**src/rtl/ctrl_status_regfile.sv**
```systemverilog
// Multi-channel control/status register file sitting between the AXI slave
// decoder and the per-channel engine controllers. Issues start pulses, tracks
// busy, keeps sticky write-1-to-clear finish flags, counts busy cycles per
// channel and raises a maskable registered interrupt. Reads return one cycle
// after the strobe, and the bus reads 0 on every other cycle.
module ctrl_status_regfile #(
  parameter int NUM_CH = 4,
  parameter int DATA_W = 64,
  parameter int ADDR_W = 16,
  parameter int CNT_W  = 32
) (
  input  logic              clk,
  input  logic              rst,
  input  logic              axi_status_en,
  input  logic              axi_status_we,
  input  logic [ADDR_W-1:0] axi_status_addr,
  input  logic [DATA_W-1:0] axi_status_wdata,
  output logic [DATA_W-1:0] axi_status_rdata,
  input  logic [NUM_CH-1:0] ctrl_finish_in,
  output logic              global_en,
  output logic [NUM_CH-1:0] ch_start,
  output logic [NUM_CH-1:0] ch_busy,
  output logic [NUM_CH-1:0] finish_flag,
  output logic              irq
);

  localparam logic [ADDR_W-1:0] ADDR_CTRL   = ADDR_W'(32'h0);
  localparam logic [ADDR_W-1:0] ADDR_STATUS = ADDR_W'(32'h1);
  localparam logic [ADDR_W-1:0] ADDR_FCLR   = ADDR_W'(32'h2);
  localparam logic [ADDR_W-1:0] ADDR_IRQEN  = ADDR_W'(32'h3);
  localparam logic [ADDR_W-1:0] CNT_BASE    = ADDR_W'(32'h10);

  logic              wr_ctrl;
  logic              wr_fclr;
  logic              wr_irqen;
  logic              rd_strobe;
  logic [NUM_CH-1:0] start_req;
  logic [NUM_CH-1:0] busy_next;
  logic [NUM_CH-1:0] flag_clr;
  logic [NUM_CH-1:0] flag_next;
  logic [NUM_CH-1:0] irq_en;
  logic [NUM_CH-1:0] irq_en_next;
  logic [CNT_W-1:0]  cnt [NUM_CH];
  logic              rd_valid;
  logic [ADDR_W-1:0] rd_addr;
  logic [DATA_W-1:0] rd_mux;
  logic              unused_wdata_bits;

  // Only the low NUM_CH+1 write-data bits carry meaning for any register.
  assign unused_wdata_bits = ^axi_status_wdata[DATA_W-1:NUM_CH+1];

  assign wr_ctrl   = axi_status_en & axi_status_we & (axi_status_addr == ADDR_CTRL);
  assign wr_fclr   = axi_status_en & axi_status_we & (axi_status_addr == ADDR_FCLR);
  assign wr_irqen  = axi_status_en & axi_status_we & (axi_status_addr == ADDR_IRQEN);
  assign rd_strobe = axi_status_en & ~axi_status_we;

  // Next-state: starts need the enable bit of the same write beat; finish beats start and clear.
  always_comb begin
    start_req   = {NUM_CH{wr_ctrl & axi_status_wdata[0]}} & axi_status_wdata[NUM_CH:1] & ~ch_busy;
    busy_next   = (ch_busy | start_req) & ~ctrl_finish_in;
    flag_clr    = wr_fclr ? axi_status_wdata[NUM_CH-1:0] : '0;
    flag_next   = ctrl_finish_in | (finish_flag & ~flag_clr);
    irq_en_next = wr_irqen ? axi_status_wdata[NUM_CH-1:0] : irq_en;
  end

  // Control, status, interrupt and read-pipeline registers.
  always_ff @(posedge clk) begin
    if (rst) begin
      global_en   <= 1'b0;
      ch_start    <= '0;
      ch_busy     <= '0;
      finish_flag <= '0;
      irq_en      <= '0;
      irq         <= 1'b0;
      rd_valid    <= 1'b0;
      rd_addr     <= '0;
    end else begin
      if (wr_ctrl) begin
        global_en <= axi_status_wdata[0];
      end
      ch_start    <= start_req;
      ch_busy     <= busy_next;
      finish_flag <= flag_next;
      irq_en      <= irq_en_next;
      irq         <= |(flag_next & irq_en_next);
      rd_valid    <= rd_strobe;
      if (rd_strobe) begin
        rd_addr <= axi_status_addr;
      end
    end
  end

  // Saturating busy-cycle counters, cleared when their channel starts.
  always_ff @(posedge clk) begin
    for (int i = 0; i < NUM_CH; i++) begin
      if (rst) begin
        cnt[i] <= '0;
      end else if (start_req[i]) begin
        cnt[i] <= '0;
      end else if (ch_busy[i] && (cnt[i] != {CNT_W{1'b1}})) begin
        cnt[i] <= cnt[i] + CNT_W'(1);
      end
    end
  end

  // Read mux driven from the captured address and the current register values.
  always_comb begin
    rd_mux = '0;
    if (rd_valid) begin
      case (rd_addr)
        ADDR_CTRL: begin
          rd_mux[0] = global_en;
        end
        ADDR_STATUS: begin
          rd_mux[NUM_CH-1:0]  = finish_flag;
          rd_mux[16 +: NUM_CH] = ch_busy;
        end
        ADDR_IRQEN: begin
          rd_mux[NUM_CH-1:0] = irq_en;
        end
        default: begin
          for (int i = 0; i < NUM_CH; i++) begin
            if (rd_addr == (CNT_BASE + ADDR_W'(i))) begin
              rd_mux[CNT_W-1:0] = cnt[i];
            end
          end
        end
      endcase
    end
  end

  assign axi_status_rdata = rd_mux;

endmodule
```
**config.mk**
```make
export PLATFORM = sky130hd
export DESIGN_NAME = ctrl_status_regfile
export DESIGN_NICKNAME = d
export VERILOG_FILES = /design/src/rtl/ctrl_status_regfile.sv
export SDC_FILE = /design/constraint.sdc
export NUM_CORES = 1
export LEC_CHECK = 0
export CORE_UTILIZATION = 40
export DETAILED_ROUTE_END_ITERATION = 8
export PLACE_DENSITY = 0.62
export SLEW_MARGIN = 20
export SYNTH_ARGS = -nofsm -noshare
export SYNTH_HDL_FRONTEND = slang
export SYNTH_SLANG_ARGS = --single-unit
export TNS_END_PERCENT = 50
```
**constraint.sdc**
```tcl
create_clock -name clk -period 4.7 [get_ports clk]
set_input_delay 0.705 -clock clk [delete_from_list [all_inputs] [get_ports clk]]
set_output_delay 0.705 -clock clk [all_outputs]
set_load 0.02 [all_outputs]
```
==> impl_results.md <==
* Async S/R FF share, synth at 0
* Bufs and invs on worst path at 1
* Initial antenna violation count at 0
* Cells after synthesis at 1009
* Layout cells sized above 1 at 0.08957
* Max Fclk at 246.6 MHz
* Crit path required time at 3.99 ns
* Setup TNS at 0 ns
* Chip height at between 150 and 200 µm
* Largest net degree at the start of global routing at 33
* EDFF count, synth at 128
* Slew @ Worst Pin at between 0.9 and 1 ns
* Total wire length at roughly 26 mm
* Status: finished clean
* Fill count at 2235
* Fin cells at around 1400
* Initial Util at 0.4117
* Register area share after synthesis at 0.4647
* Count of final setup violators at 0
* Total grt overflow at 0
* Distinct cells, synth at between 50 and 60
* Core box area at between 20000 and 25000 µm²
* PortBufs at 74
* Post-DP Area at approximately 11000 µm²
* Number of diodes at 0
* Tot Pwr at ~0.0034 W
* Area contributors post-synth: edfxtp_1 (39%), dfxtp_1 (7.2%), nor2_1 (6.6%)
* HPWL after DPL at 18.96 mm
* GP Congestion at 0.8397
* Pre-CTS WS at 1.075 ns
* Commonest non-fill, non-tap cells in the layout: nor2_1 (172), edfxtp_1 (128), nand2_1 (91)
* Most common cell after layout, fill and taps aside: nor2_1
* Post-cts hold buffer count at 0
* Nets at around 1200
* Critical path's top delay family: simple AND/OR/NAND/NOR gates
* Worst setup margin at 0.6442 ns
* First-iteration detailed-routing DRC count at 811
* Avg Vias per Cell at 5.588
* Total CTS buffers at 17
* Max cap viols at 0
* Row count at between 50 and 60
* Area of the mapped netlist at 9779 µm²
* Clk slew on worst S/H paths at 0.07 ns
* Tcrit/Tclk final at 0.8629
* CTS Buffer Depth at 2
* CTS tree: built
* Ys flop type: edfxtp_1
* Total track usage at 0.2166
* Vias in the first global route at 7238
* Slew headroom at 0.3512
* First drt pass iteration count at 8
* Drc violations at 0
* R2R setup slack at 1.70 ns
* Design area at 11380 µm²
* First-pass GRT wire length at 40.91 mm
* Final Hold Viols at 0
* CP max-delay cell: clkdlybuf4s50_1
* CTS root buf: clkbuf_16
* # Post-CTS Setup Buffers at 0
* Pins over their slew limit at 0
* DRT antenna net count at 0
* Clock Latency Late Sink at ~0.43 ns
* DR vias at 7834
* Post-cts resize count at 0
* Syn Area/Cell at 9.692 µm²
* Die footprint at 25080 µm²
* Worst vdd ir at about 0.00023 V
* RSZ-0062 raised after global routing: false
* Synth-to-layout area growth at 16.40%
* Worst setup EP type: primary output
* Yosys reg bits at around 160
* Post-synth top area cell: edfxtp_1
* Crit-path cells: nor4_1 > nand4b_1 > nor2_1 > o311ai_0 > a21oi_1 > clkdlybuf4s50_1
* Die W at 158.4 µm
* Critical path type: register to primary output
* Hold Path Class: register to register
* Worst Skew at 0.008909 ns
* DR WL/cell at 18.54 µm
* Power Density at 295.3 nW/µm²
* Critical Path AT at 3.35 ns
* Slowest cell delay on critical path at about 0.66 ns
* Post-synth top area share at 0.3930
* Synth Warn # at 0
* Leakage power at 3.633 nW
* Ports at 166
* Fin crit period at 4.056 ns
* # clock sinks at 163
* Critical Path Fanout Max at 8
* Placed cells at 1370
* Startpoint types: register
* CTS H-tree lvls at 4
metrics by stage:
step | util | hold WS (ns)
finish | 0.4792 | 0.4560
global route | 0.4792 | 0.4811
CTS | 0.4790 | 0.4574
detailed placement | 0.4529 | 0.4483
global placement | 0.4519 | 0.4441
floorplan | - | 0.4360
worst min-delay path, cell delays in order, from the launching register on:
cell and delay [ns]:
dfxtp_1 0.31, nand2_1 0.05, a21oi_1 0.05
flip-flops by register name (all words and copies together), names as in the netlist:
name         cells
cnt            128
irq              1
irq_en           4
rd_valid         1
rd_addr         16
global_en        1
finish_flag      4
ch_busy          4
ch_start         4
kinds of logic after synthesis:
logic type | Yosys count | synth area share
buffers and inverters | 100 | 0.05655
xor gates and xnor gates | 114 | 0.1021
adders and majority gates | 4 | 0.005118
muxes | 35 | 0.04427
other | 1 | 0.0003835
DFF | 163 | 0.4647
AOI/OAI and AO/OA | 100 | 0.07408
and+or+nand+nor | 492 | 0.2528
cells in the mapped netlist (11+ instances only):
library cell    n
dfxtp_1        35
and3_1         23
edfxtp_1      128
nor2_1        172
inv_1          17
a222oi_1       24
xnor2_1        42
a21oi_1        30
nor4_1         20
mux2_2         26
nand4_1        44
and4_1         15
nand2_1        91
buf_2          13
buf_4          35
nand3_1        52
xor2_1         72
clkbuf_1       27
o21ai_0        11
nor3_1         26
nor2b_1        11
path summary, 6_finish.rpt:
| check | start | to | cells after the start |
|---|---|---|---|
| max | rd_addr[15] | axi_status_rdata[0] | 6 |
| min | rd_addr[11] | rd_addr[11] | 2 |
| max reg2reg | cnt[2][1] | cnt[2][23] | 7 |
| min reg2reg | rd_addr[11] | rd_addr[11] | 2 |
report_power, final:
group,total (W),switching (W),internal (W)
logic,0.000241,0.000148,0.0000930
clock network,0.00146,0.000598,0.000857
registers,0.00167,0.0000678,0.00160
layout make-up:
cell class,count,area (µm²),area share
clock buffer,23,531.8,0.04671
clock inverter,9,87.58,0.007694
inverter,20,75.07,0.006595
multi-input combinational,777,4870,0.4278
sequential,163,4544,0.3992
tap,319,399.1,0.03506
timing repair buffer,91,875.8,0.07694
per-layer routing:
layer  vias to the layer above  part of all wire  GRT usage
li1                       3744                 -          -
met2                       271              0.46     0.3346
met1                      3788              0.45     0.3013
met5                         -                 0          0
met4                         0             0.025    0.07601
met3                        31             0.061    0.04219
Note: power is estimated with default switching activity, not from simulation.
